### config.mk
export PLATFORM = sky130hd
export DESIGN_NAME = mem_access_unit
export DESIGN_NICKNAME = d
export VERILOG_FILES = /design/src/rtl/mem_access_unit_pkg.sv /design/src/rtl/mem_access_unit_load_extend.sv /design/src/rtl/mem_access_unit.sv
export SDC_FILE = /design/constraint.sdc
export NUM_CORES = 1
export LEC_CHECK = 0
export BUFFER_PORTS_ARGS = -buffer_cell sky130_fd_sc_hd__buf_2
export CAP_MARGIN = 5
export CORE_MARGIN = 1.5
export CORE_UTILIZATION = 40
export CTS_CLUSTER_DIAMETER = 80
export DETAILED_ROUTE_END_ITERATION = 16
export GPL_TIMING_DRIVEN = 0
export PLACE_DENSITY = 0.65
export SLEW_MARGIN = 15
export SYNTH_ARGS = -nofsm -noshare
export SYNTH_HDL_FRONTEND = slang
export SYNTH_HIERARCHICAL = 1
export SYNTH_SLANG_ARGS = --single-unit
### constraint.sdc
create_clock -name clk -period 3.6 [get_ports clk]
set_input_delay 0.18 -clock clk [delete_from_list [all_inputs] [get_ports clk]]
set_output_delay 0.18 -clock clk [all_outputs]
set_load 0.05 [all_outputs]
### src/rtl/mem_access_unit_pkg.sv
// mem_access_unit_pkg
//   Shared definitions for the MEM-stage load/store unit: funct3 size
//   encodings, the access FSM state type and the alignment rule.
package mem_access_unit_pkg;

  localparam logic [2:0] F3_B  = 3'b000;
  localparam logic [2:0] F3_H  = 3'b001;
  localparam logic [2:0] F3_W  = 3'b010;
  localparam logic [2:0] F3_BU = 3'b100;
  localparam logic [2:0] F3_HU = 3'b101;

  typedef enum logic [1:0] {
    ST_IDLE = 2'b00,
    ST_WAIT = 2'b01,
    ST_ERR  = 2'b10,
    ST_DONE = 2'b11
  } state_t;

  // funct3[1:0] carries the access size for both signed and unsigned loads.
  // Halfwords need an even address and words a word-aligned address.
  function automatic logic is_misaligned(input logic [2:0] f3, input logic [1:0] off);
    case (f3[1:0])
      2'b00:   return 1'b0;
      2'b01:   return off[0];
      default: return off != 2'b00;
    endcase
  endfunction

endpackage

### src/rtl/mem_access_unit_load_extend.sv
// load_extend
//   Combinational load alignment: picks the byte or halfword addressed by
//   the byte offset out of a read word and sign- or zero-extends it.
// Ports
//   word    in  32  read word from the data bus
//   funct3  in  3   load type (B, H, W, BU, HU)
//   offset  in  2   byte offset of the access within the word
//   data    out 32  extended load result
module load_extend
  import mem_access_unit_pkg::*;
(
  input  logic [31:0] word,
  input  logic [2:0]  funct3,
  input  logic [1:0]  offset,
  output logic [31:0] data
);

  logic [7:0]  sel_byte;
  logic [15:0] sel_half;

  always_comb begin
    case (offset)
      2'd0:    sel_byte = word[7:0];
      2'd1:    sel_byte = word[15:8];
      2'd2:    sel_byte = word[23:16];
      default: sel_byte = word[31:24];
    endcase
    // Halfwords are even-aligned, so only offset[1] matters here.
    sel_half = offset[1] ? word[31:16] : word[15:0];

    case (funct3)
      F3_B:    data = {{24{sel_byte[7]}}, sel_byte};
      F3_BU:   data = {24'h0, sel_byte};
      F3_H:    data = {{16{sel_half[15]}}, sel_half};
      F3_HU:   data = {16'h0, sel_half};
      F3_W:    data = word;
      default: data = word;
    endcase
  end

endmodule

### src/rtl/mem_access_unit.sv
// mem_access_unit
//   MEM-stage load/store unit between EXMEM and MEMWB driving a single-ported
//   data-memory bus. Stores are lane-replicated with byte strobes; loads are
//   aligned and extended. The pipeline is held with stall_o while an access
//   is outstanding; an access that is not answered within TIMEOUT cycles
//   (counting the issue cycle) ends with a one-cycle bus_err_o pulse.
// Ports
//   clk, rst_n                      clock, asynchronous active-low reset
//   valid_i, mem_read_i, mem_write_i, funct3_i, addr_i, wdata_i
//                                   instruction from EXMEM
//   dmem_req_o, dmem_we_o, dmem_addr_o, dmem_wdata_o, dmem_wstrb_o
//                                   bus request, held stable until ready
//   dmem_ready_i, dmem_rdata_i      bus completion and read word
//   mem_rdata_o                     extended load data (valid in DONE only)
//   stall_o                         freeze PC/IFID/IDEX/EXMEM
//   misalign_o                      misaligned access, no bus traffic
//   bus_err_o                       bus timeout pulse
module mem_access_unit
  import mem_access_unit_pkg::*;
#(
  parameter int unsigned TIMEOUT = 255
) (
  input  logic        clk,
  input  logic        rst_n,
  input  logic        valid_i,
  input  logic        mem_read_i,
  input  logic        mem_write_i,
  input  logic [2:0]  funct3_i,
  input  logic [31:0] addr_i,
  input  logic [31:0] wdata_i,
  output logic        dmem_req_o,
  output logic        dmem_we_o,
  output logic [31:0] dmem_addr_o,
  output logic [31:0] dmem_wdata_o,
  output logic [3:0]  dmem_wstrb_o,
  input  logic        dmem_ready_i,
  input  logic [31:0] dmem_rdata_i,
  output logic [31:0] mem_rdata_o,
  output logic        stall_o,
  output logic        misalign_o,
  output logic        bus_err_o
);

  // The issue cycle counts toward the timeout, so WAIT gives up after
  // TIMEOUT-1 cycles; cnt starts at 0 in the first WAIT cycle.
  localparam logic [7:0] CNT_LAST = (TIMEOUT >= 2) ? 8'(TIMEOUT - 2) : 8'd0;

  state_t      state, state_nxt;
  logic [7:0]  cnt;
  logic        is_mem, misaligned, access, take, cur_we;
  logic [31:0] lane_wdata, ext;
  logic [3:0]  lane_wstrb;
  logic        we_q;
  logic [31:0] addr_q, wdata_q, rdata_q;
  logic [3:0]  wstrb_q;
  logic [2:0]  f3_q;
  logic [1:0]  off_q;

  assign is_mem     = valid_i & (mem_read_i | mem_write_i);
  assign misaligned = is_misaligned(funct3_i, addr_i[1:0]);
  // Gating with rst_n keeps every output low while reset is held, even if
  // EXMEM still presents a memory instruction.
  assign access     = rst_n & (state == ST_IDLE) & is_mem & ~misaligned;
  assign cur_we     = (state == ST_IDLE) ? mem_write_i : we_q;
  assign take       = dmem_ready_i & (access | (state == ST_WAIT));

  always_comb begin
    lane_wdata = wdata_i;
    lane_wstrb = 4'b1111;
    case (funct3_i[1:0])
      2'b00: begin
        lane_wdata = {4{wdata_i[7:0]}};
        lane_wstrb = 4'b0001 << addr_i[1:0];
      end
      2'b01: begin
        lane_wdata = {2{wdata_i[15:0]}};
        lane_wstrb = 4'b0011 << addr_i[1:0];
      end
      default: ;
    endcase
  end

  // ---- state / timeout counter ----
  always_ff @(posedge clk or negedge rst_n) begin
    if (!rst_n) begin
      state <= ST_IDLE;
      cnt   <= 8'd0;
    end else begin
      state <= state_nxt;
      if (state != ST_WAIT) cnt <= 8'd0;
      else                  cnt <= cnt + 8'd1;
    end
  end

  // ---- issue capture: bus fields and load shape, held for the whole access ----
  always_ff @(posedge clk) begin
    if (access) begin
      we_q    <= mem_write_i;
      addr_q  <= {addr_i[31:2], 2'b00};
      wdata_q <= mem_write_i ? lane_wdata : 32'h0;
      wstrb_q <= mem_write_i ? lane_wstrb : 4'h0;
      f3_q    <= funct3_i;
      off_q   <= addr_i[1:0];
    end
  end

  // ---- read capture: stores and timeouts leave zero behind ----
  always_ff @(posedge clk or negedge rst_n) begin
    if (!rst_n)                rdata_q <= 32'h0;
    else if (state == ST_ERR)  rdata_q <= 32'h0;
    else if (take)             rdata_q <= cur_we ? 32'h0 : dmem_rdata_i;
  end

  load_extend u_load_extend (
    .word   (rdata_q),
    .funct3 (f3_q),
    .offset (off_q),
    .data   (ext)
  );

  always_comb begin
    state_nxt    = state;
    dmem_req_o   = 1'b0;
    dmem_we_o    = 1'b0;
    dmem_addr_o  = 32'h0;
    dmem_wdata_o = 32'h0;
    dmem_wstrb_o = 4'h0;
    mem_rdata_o  = 32'h0;
    stall_o      = 1'b0;
    misalign_o   = 1'b0;
    bus_err_o    = 1'b0;
    case (state)
      ST_IDLE: begin
        misalign_o = rst_n & is_mem & misaligned;
        if (access) begin
          dmem_req_o   = 1'b1;
          dmem_we_o    = mem_write_i;
          dmem_addr_o  = {addr_i[31:2], 2'b00};
          dmem_wdata_o = mem_write_i ? lane_wdata : 32'h0;
          dmem_wstrb_o = mem_write_i ? lane_wstrb : 4'h0;
          stall_o      = 1'b1;
          state_nxt    = dmem_ready_i ? ST_DONE : ST_WAIT;
        end
      end
      ST_WAIT: begin
        dmem_req_o   = 1'b1;
        dmem_we_o    = we_q;
        dmem_addr_o  = addr_q;
        dmem_wdata_o = wdata_q;
        dmem_wstrb_o = wstrb_q;
        stall_o      = 1'b1;
        if (dmem_ready_i)          state_nxt = ST_DONE;
        else if (cnt == CNT_LAST)  state_nxt = ST_ERR;
      end
      ST_ERR: begin
        bus_err_o = 1'b1;
        stall_o   = 1'b1;
        state_nxt = ST_DONE;
      end
      default: begin
        // DONE: release the pipeline for one cycle; EXMEM still shows the
        // finished instruction, so returning to IDLE never reissues it.
        mem_rdata_o = ext;
        state_nxt   = ST_IDLE;
      end
    endcase
  end

endmodule

# Word level (Yosys, flattened, before mapping)
# Index checks and enable logic that the tools add are counted.
# word_totals
regBits	114
inputBits	105
output_inout_bits	105
wordCells	75
# op_classes
addsub	1
n_eq_ne	12
shifts	2
mux	32
bitwise	10
n_reduce_logical	9
# ops
operator	count
two-way mux 32 bit	7
one-hot mux 32 bit (2 select lines)	3
one-hot mux 32 bit (4 select lines)	1
one-hot mux 8 bit (3 select lines)	1
two-way mux 16 bit	1
one-hot mux 4 bit (2 select lines)	2
adder 8 x 1 -> 8 bit (second input constant)	1
== test 8 bit (second input constant)	1
two-way mux 2 bit	4
two-way mux 4 bit	2
two-way mux 8 bit	1
one-hot mux 1 bit (2 select lines)	4
AND 1 bit	7
== test 2 x 1 -> 1 bit (second input constant)	3
== test 3 bit (second input constant)	2
zero test 2 bit	3
one-hot mux 2 bit (3 select lines)	1
two-way mux 1 bit	5
== test 2 bit (second input constant)	2
nonzero test 2 bit	2
left shift 1 x 2 -> 4 bit (first input constant)	1
left shift 2 x 2 -> 4 bit (first input constant)	1
== test 3 x 1 -> 1 bit (second input constant)	1
zero test 3 bit	1
other kinds (8)	9

# Longest topological paths before layout
# Gate-level depths: netlist (run 1).
# logic_depth
depth_word	8
mapped_depth	8
mapped_depth_nobuf	7

# By module
# The synthesis (run 1) kept the hierarchy.
# by_module_without_submodules
mod	n_inst	cells_per_inst	area_per_inst_um2	seq_area_each_um2
mem_access_unit	1	452	5616.6	3213.1
load_extend	1	133	969.7	0.0

# Least setup slack after synthesis (run 1)
# Ideal clock, no wire load.
# synth_path
path_kind	register to output
start	reg state[0]
end	out stall_o
arrival_ps	2937
required_ps	3420
slack_ps	483
path_stages_with_launch	9
n_path_buf	1
cell_sequence	dfrtp_1 -> inv_1 -> ha_1 -> o2111ai_2 -> nand3b_4 -> inv_2 -> buf_2 -> nor2_1 -> nor2_1
# synth_between
elab_chain_cells	6
elab_cells_between_ends	9
cone_classes	2 x eq/ne; 2 x mux; 3 x bitwise; 2 x reduce/logical
# synth_rtl
element	line	source
start: declaration	mem_access_unit.sv:48	state_t state, state_nxt;
start signal: assignment	mem_access_unit.sv:89	state <= state_nxt;
zero test 2 bit	mem_access_unit.sv:63	assign access = rst_n & (state == ST_IDLE) & is_mem & ~misaligned;
AND 1 bit (3 in a row)	mem_access_unit.sv:63	
named net access	mem_access_unit.sv:50	logic is_mem, misaligned, access, take, cur_we;
two-way mux 1 bit	mem_access_unit.sv:135	if (access) begin
one-hot mux 1 bit (2 select lines)	mem_access_unit.sv:132	case (state)
end: declaration	mem_access_unit.sv:39	output logic stall_o,
# The timed path passes the listed nets, and every way through them passes these cells.

# Final worst setup path (run 1)
# Same ends and word-level chain as after synthesis.

==> results.ini, run 1 <==
[clock_tree]
cts_resized=0
tritoncts=built
clk_pin_slew_worst_paths_ps=50
holdBufCountCts=61
cts_sinks=114
cts.path.max_buffers=2
root_buffer=clkbuf_16
cts_setup_buffers=0
worstSkewPairLatency_ps=420
ctsHtreeMaxLevel=4
cts_buffers=17

[synthesis]
synth_top_family_by_area=compound AO/OA/AOI/OAI gates
synthCells=585
synth-simple-area-share=0.137
synth-edff-count=72
syn_area_um2=6590
avgSynthCellArea_um2=11.3
synth_mux_area_frac=0.0631
ys_types=53
synth_top_area_cell=edfxtp_1
synth.area.top_cells=edfxtp_1, dfrtp_1, a22o_1, and2_1, mux4_1
synth_compound_area_frac=0.236
synth-xor-area-share=0.00798
synth_top_flop_cell=edfxtp_1
synthAdderAreaFrac=0.0133
async_flop_share=0.368
yosysWarnings=6
netlist.area_leader.share=0.328
ys_seq_area_frac=0.488
synth-seq-cells=114

[drt]
wire_per_inst_um=19.0
remaining_drc_errors=0
postRouteAntennaNets=0
drt_iter0_drc=376
first_pass_iters=5
finalWirelength_um=21000
vias_per_cell=5.41
via_count=5979

[worst_setup_path]
critPathMaxFanout=41
reg2reg_depth=7
cp_data_required_time_ps=3420
reg2reg_to=wdata_q[22]$_DFFE_PN_
crit_arrival_ps=3170
path_class=register to output pin
r2r_setup_slack_ps=1070
worst_setup_path_end_kind=output pin
worst_setup_path_start_kind=register
r2r-start=state[0]$_DFFE_PN0P_

[cells_and_area]
fillers=1403
final_common_cell=buf_2
final_util=0.573
area_growth_pct=39.2
finalNonFillerCells=1105
drive_above_1_share=0.332
final_area_um2=9170
layout_common_cells=buf_2, a22o_1, edfxtp_1, dlygate4sd3_1, and2_1
nNetsFinal=987

[floorplan]
fp-row-count=46
ios=210
die_y_um=131
die_area_um2=17200
start_util=0.412
core_um2=16000
die_x_um=131

[pwr]
leakagePower_nw=4.13
power_mw=5.79
vdd_drop_max_uv=447
powerDensity_nw_per_um2=632

[sta]
rsz0062_at_grt=false
slew_violations=0
finalHoldViolations=0
fmax_ghz=0.299
worst_slack_ps=252
tns_ps=0
worst_pin_slew_ps=676
finalSetupViolations=0
fin_crit_ps=3350
skew_ps=7.15
min_period_over_period=0.930
relSlewSlack=0.548
whs_ps=7.43

[global_route]
grt_max_degree=43
grt_pass1_vias=6038
gr-total-overflow=0
grt_pass1_wl_um=33300
globalRouteTotalUtil=0.246
antenna_found_initial=1

[placement]
pre_cts_ws_ps=275
dp.cells=1010
place.gp.congestion=0.879
dpl.hpwl_um=15300
portBuffers=207
placed_area_um2=7920

[outcome]
status=complete, no violations

[min_path]
holdCritStartpoint=dmem_rdata_i[3]
hold_end=rdata_q[3]$_DFFE_PN0P_
hold_path_class=input pin to register
whs_path_depth=3

[run]
cap_violations=0

-- routing by layer --
metal,wire [um],part of all wire,track usage,vias up
li1,-,-,-,2794
met1,8660,0.41,0.306,2882
met2,10400,0.49,0.419,278
met3,1640,0.078,0.0656,25
met4,375,0.018,0.0765,0
met5,0,0,0,-
-- cells by family (layout without fill, tap and decap cells) --
| family | after synthesis | in the layout |
|---|---|---|
| xor gates and xnor gates | 6 | 6 |
| adders and majority gates | 7 | 7 |
| AOI/OAI and AO/OA | 194 | 194 |
| and+or+nand+nor | 165 | 165 |
| DFF | 114 | 114 |
| other | 1 | 3 |
| buffers and inverters | 70 | 372 |
| muxes | 28 | 28 |
-- final cells by class --
cell class                 count  area, um2  area share
multi-input combinational    402       3020       0.329
buffer                        56        310      0.0338
antenna                        1       2.50    0.000273
clock buffer                  17        425      0.0464
inverter                      14       52.6     0.00573
sequential                   114       3210       0.350
timing repair buffer         270       1690       0.185
tap                          216        270      0.0295
clock inverter                15        185      0.0202
-- worst max-delay path by stage --
| stage | to | from |
|---|---|---|
| final | stall_o | state[0]$_DFFE_PN0P_ |
| after global routing | stall_o | state[0]$_DFFE_PN0P_ |
| after CTS | stall_o | state[0]$_DFFE_PN0P_ |
| after detailed placement | stall_o | rst_n |
| after global placement | stall_o | rst_n |
| after floorplan | stall_o | state[0]$_DFFE_PN0P_ |
-- Yosys cell counts, types with 3 or more instances --
library cell / instances
o221ai_1: 3
mux2i_1: 10
o21ai_0: 22
nor2b_1: 22
nand2b_1: 24
mux2_2: 9
buf_4: 4
o221ai_2: 4
dfrtp_1: 42
o211a_1: 8
buf_6: 8
mux4_1: 7
xnor2_1: 5
inv_1: 11
nand2_1: 18
edfxtp_1: 72
o21a_1: 5
and2_1: 46
nor2_1: 34
o22ai_1: 16
a22o_1: 79
clkbuf_1: 25
a21oi_1: 21
a311oi_1: 7
ha_1: 7
nand3_1: 15
a21boi_0: 8
a32o_1: 8
buf_2: 18
-- sequential cells by signal, indices dropped and copies added (netlist names) --
signal   count
we_q         1
wdata_q     32
f3_q         3
off_q        2
addr_q      30
state        2
wstrb_q      4
cnt          8
rdata_q     32
-- where the power goes --
| part | switching (mW) | internal [mW] | total [mW] |
|---|---|---|---|
| Clock | 0.638 | 1.09 | 1.73 |
| Sequential | 0.157 | 1.54 | 1.70 |
| Combinational | 1.63 | 0.739 | 2.37 |
| Total | 2.42 | 3.37 | 5.79 |
-- worst max-delay path: stages (launching register included) --
cell	delay (ps)
dfrtp_1	410
inv_1	120
ha_1	280
o2111ai_2	220
nand3b_4	230
inv_2	140
buf_4	470
buf_12	300
nor2_1	60
nor2_1	170
buf_2	300
Note: power is estimated with default switching activity, not from simulation.
==> run 2: changes to the inputs <==
--- a/config.mk
+++ b/config.mk
@@ -12,6 +12,7 @@
 export CTS_CLUSTER_DIAMETER = 80
 export DETAILED_ROUTE_END_ITERATION = 16
 export GPL_TIMING_DRIVEN = 0
+export MAX_ROUTING_LAYER = met4
 export PLACE_DENSITY = 0.65
 export SLEW_MARGIN = 15
 export SYNTH_ARGS = -nofsm -noshare
==> constraint.sdc (replaced) <==
create_clock -name clk -period 4.1 [get_ports clk]
set_input_delay 0.205 -clock clk [delete_from_list [all_inputs] [get_ports clk]]
set_output_delay 0.205 -clock clk [all_outputs]
set_load 0.05 [all_outputs]
==> results.ini, run 2 (synthesis results as in run 1) <==
[outcome]
status=complete, no violations

[floorplan]
die_y_um=131
ios=210
core_um2=16000
start_util=0.412
die_area_um2=17200
fp-row-count=46
die_x_um=131

[global_route]
globalRouteTotalUtil=0.253
grt_max_degree=54
grt_pass1_vias=6019
gr-total-overflow=0
grt_pass1_wl_um=33200
antenna_found_initial=0

[cells_and_area]
layout_common_cells=buf_2, a22o_1, edfxtp_1, and2_1, dfrtp_1
antennaDiodeCount=0
drive_above_1_share=0.340
area_growth_pct=35.4
final_area_um2=8920
nNetsFinal=963
final_common_cell=buf_2
reg_top3=rdata_q x32, wdata_q x32, addr_q x30

[pwr]
powerDensity_nw_per_um2=569
power_mw=5.08
seq_power_share=0.295
p_comb_frac=0.406
leakagePower_nw=4.03
vdd_drop_max_uv=460
p_sw_mw=2.13
clkPwrFrac=0.299
swShare=0.419
cellInternalPower_mw=2.95

[clock_tree]
cts_buffers=17
worstSkewPairLatency_ps=420
cts_sinks=114
root_buffer=clkbuf_16
cts_resized=0
cts.path.max_buffers=2
clk_pin_slew_worst_paths_ps=50
tritoncts=built
ctsHtreeMaxLevel=4

[drt]
vias_per_cell=5.43
postRouteAntennaNets=0
via_count=5865
finalWirelength_um=20800
drt_iter0_drc=444
first_pass_iters=5
remaining_drc_errors=0
wire_per_inst_um=19.3

[sta]
whs_ps=20.6
fin_crit_ps=3680
min_period_over_period=0.896
skew_ps=9.93
tns_ps=0
relSlewSlack=0.339
rsz0062_at_grt=false
slew_violations=0
finalHoldViolations=0
worst_pin_slew_ps=991
fmax_ghz=0.272
finalSetupViolations=0

[worst_setup_path]
cp_num_buf_inv=6
cp_data_required_time_ps=3890
reg2reg_depth=7
critPathMaxFanout=53
crit_slowest_cell=buf_2
r2r_setup_slack_ps=1590
critPathMaxStageDelay_ps=760
r2r-start=state[1]$_DFFE_PN0P_
path_class=input pin to output pin
crit_family=buffers and inverters
endpoint=dmem_wdata_o[27]
crit_arrival_ps=3470
worst_setup_path_start_kind=input pin
worstPathCellList=dlygate4sd3_1, buf_2, o2111ai_2, nand3b_4, inv_2, buf_4, buf_16, a22o_1, buf_2
reg2reg_to=wdata_q[10]$_DFFE_PN_
cpMostUsedCell=buf_2
path_depth=9
worst_setup_path_end_kind=output pin
startpoint=rst_n

[min_path]
whs_path_depth=2
hold_path_class=input pin to register
holdCritStartpoint=dmem_rdata_i[23]

[placement]
place.gp.congestion=0.892
placed_area_um2=7930
dpl.hpwl_um=15400
portBuffers=207

[run]
cap_violations=0

run 2: changes by cell type in the layout (fill, tap and decap cells not counted), sizes merged:
cell	before	now
clkinvlp	5	3
diode	1	0
dlygate4sd3	61	38
buf	240	239
inv	14	15
clkinv	7	8
run 2: per-layer routing:
layer / vias to the layer above / GRT usage / share of wire
met2: 281 / 0.407 / 0.49
met5: - / - / 0
met4: 0 / 0.0877 / 0.022
li1: 2749 / - / -
met1: 2804 / 0.311 / 0.42
met3: 31 / 0.0637 / 0.072
run 2: area by class of cell:
cell class | instances | area [um2]
Fill cell | 1456 | 7080
Sequential cell | 114 | 3210
Multi-Input combinational cell | 402 | 3020
Timing Repair Buffer | 246 | 1440
Clock buffer | 17 | 425
Buffer | 56 | 310
Tap cell | 216 | 270
Clock inverter | 15 | 184
Inverter | 14 | 52.6
run 2: worst min path at each step:
stage | endpoint
after floorplan | cnt[0]$_DFF_PN0_
after global placement | rdata_q[26]$_DFFE_PN0P_
after detailed placement | addr_q[7]$_DFFE_PN_
after CTS | rdata_q[25]$_DFFE_PN0P_
after global routing | addr_q[2]$_DFFE_PN_
final | rdata_q[23]$_DFFE_PN0P_
run 2: repair_timing:
item | 4_1_cts | 5_1_grt
setup endpoints to repair | 0 | 0
endpoints found under the hold margin | 79 | 0
hold buffers | 38 | 0
buffers inserted | 0 | 0
run 2: power groups by stage:
| stage | Combinational, mW | Clock (mW) | Sequential [mW] |
|---|---|---|---|
| final | 2.06 | 1.52 | 1.50 |
| after global routing | 2.20 | 1.60 | 1.51 |
| after CTS | 2.06 | 1.54 | 1.50 |
| after detailed placement | 2.02 | 0 | 1.52 |
| after global placement | 1.98 | 0 | 1.51 |
| after floorplan | 1.53 | 0 | 1.45 |
run 2: through the flow:
stage | utilization | worst slack [ps] | std cells
5_1_grt | 0.557 | 41.4 | 1080
6_report | 0.557 | 425 | 1080
3_5_place_dp | 0.495 | 881 | 1010
3_3_place_gp | 0.494 | 177 | 1009
2_1_floorplan | - | 958 | 586
4_1_cts | 0.557 | 318 | 1080
==> run 3: changes to the inputs <==
--- a/config.mk
+++ b/config.mk
@@ -12,8 +12,8 @@
 export CTS_CLUSTER_DIAMETER = 80
 export DETAILED_ROUTE_END_ITERATION = 16
 export GPL_TIMING_DRIVEN = 0
-export MAX_ROUTING_LAYER = met4
 export PLACE_DENSITY = 0.65
+export RECOVER_POWER = 50
 export SLEW_MARGIN = 15
 export SYNTH_ARGS = -nofsm -noshare
 export SYNTH_HDL_FRONTEND = slang
==> results.ini, run 3 (synthesis results as in run 1) <==
[outcome]
status=complete, no violations

[drt]
drt_iter0_drc=298
remaining_drc_errors=0
vias_per_cell=5.42
postRouteAntennaNets=0
first_pass_iters=5
wire_per_inst_um=19.1
dr_wl_met3_um=1640
top_layer_used=met4
finalWirelength_um=20700
via_count=5874
wl_met2_um=10200
met1Wirelength_um=8520

[placement]
portBuffers=207
place.gp.congestion=0.879
dpl.hpwl_um=15300
dp.cells=1010

[cells_and_area]
nNetsFinal=965
final_util=0.552
reg_top3=rdata_q x32, wdata_q x32, addr_q x30
final_common_cell=buf_2
finalNonFillerCells=1083
area_growth_pct=34.2
layout_common_cells=buf_2, a22o_1, edfxtp_1, clkbuf_1, dfrtp_1
drive_above_1_share=0.293

[floorplan]
core_um2=16000
die_x_um=131
start_util=0.412
ios=210
die_area_um2=17200
fp-row-count=46
die_y_um=131

[sta]
slew_violations=0
min_period_over_period=0.860
whs_ps=12.0
relSlewSlack=0.391
worst_pin_slew_ps=906
tns_ps=0
fmax_ghz=0.284
finalSetupViolations=0
fin_crit_ps=3530
finalHoldViolations=0
rsz0062_at_grt=false
skew_ps=6.55

[clock_tree]
worstSkewPairLatency_ps=420
cts_buffers=17
clk_pin_slew_worst_paths_ps=50
cts.path.max_buffers=2
tritoncts=built
root_buffer=clkbuf_16
ctsHtreeMaxLevel=4
cts_sinks=114

[worst_setup_path]
worst_setup_path_end_kind=output pin
crit_arrival_ps=3320
r2r_setup_slack_ps=1310
reg2reg_to=rdata_q[31]$_DFFE_PN0P_
worst_setup_path_start_kind=input pin
crit_family=buffers and inverters
crit_slowest_cell=dlygate4sd3_1
cp_num_buf_inv=6
path_class=input pin to output pin
critPathMaxFanout=43
cp_data_required_time_ps=3890
critPathMaxStageDelay_ps=540
worstPathCellList=dlygate4sd3_1, clkbuf_4, o2111ai_1, nand3b_4, inv_2, buf_4, buf_12, nor2_1, nor2_1, buf_2
reg2reg_depth=7
cpMostUsedCell=nor2_1
r2r-start=state[0]$_DFFE_PN0P_

[run]
cap_violations=0

[pwr]
power_mw=5.04
powerDensity_nw_per_um2=571
vdd_drop_max_uv=396
leakagePower_nw=3.88

[global_route]
grt_max_degree=44
grt_pass1_wl_um=32800
antenna_found_initial=1
gr-total-overflow=0
globalRouteTotalUtil=0.243
grt_pass1_vias=5946

[min_path]
hold_path_class=input pin to register
whs_path_depth=2
hold_end=rdata_q[11]$_DFFE_PN0P_
holdCritStartpoint=dmem_rdata_i[11]

-- run 3: through the flow --
stage | setup slack [ps] | instance area, um2
3_3_place_gp | 144 | 7900
6_report | 574 | 8840
2_1_floorplan | 958 | 6590
3_5_place_dp | 725 | 7920
5_1_grt | 268 | 8830
4_1_cts | 153 | 8910
-- run 3: timing repair --
action,in CTS,in global routing
hold buffers,38,2
endpoints found under the setup margin,0,4
resized for setup,0,1
buffers inserted,0,0
hold endpoints to repair,79,2
-- run 3: where the power goes --
part | switching, mW | internal (mW)
clock | 0.561 | 0.958
sequential | 0.140 | 1.36
combinational | 1.42 | 0.615
-- run 3: final cells by class --
class,count,area (um2)
fill,1448,7160
sequential,114,3210
multi-input combinational,402,2980
timing repair buffer,248,1420
clock buffer,17,425
buffer,56,285
tap,216,270
clock inverter,15,185
inverter,14,52.6
antenna,1,2.50
-- run 3: how the worst max path moves through the flow --
stage,end,depth (start not counted),startpoint
floorplan,stall_o,8,state[0]$_DFFE_PN0P_
global placement,stall_o,8,rst_n
detailed placement,stall_o,9,rst_n
CTS,stall_o,10,rst_n
global route,stall_o,10,rst_n
finish,stall_o,10,rst_n
-- run 3: worst reg2reg max path: cells and delay by family, from the launching register on --
family / cells / cell delay, ps
flops: 1 / 420
buf+inv: 2 / 510
fa+ha+maj: 1 / 260
simple gates: 1 / 280
compound gates: 3 / 1260
-- run 3: per-layer routing --
layer | vias up | GRT usage
li1 | 2759 | -
met1 | 2811 | 0.298
met2 | 280 | 0.415
met3 | 24 | 0.0667
met4 | 0 | 0.0796
met5 | - | 0
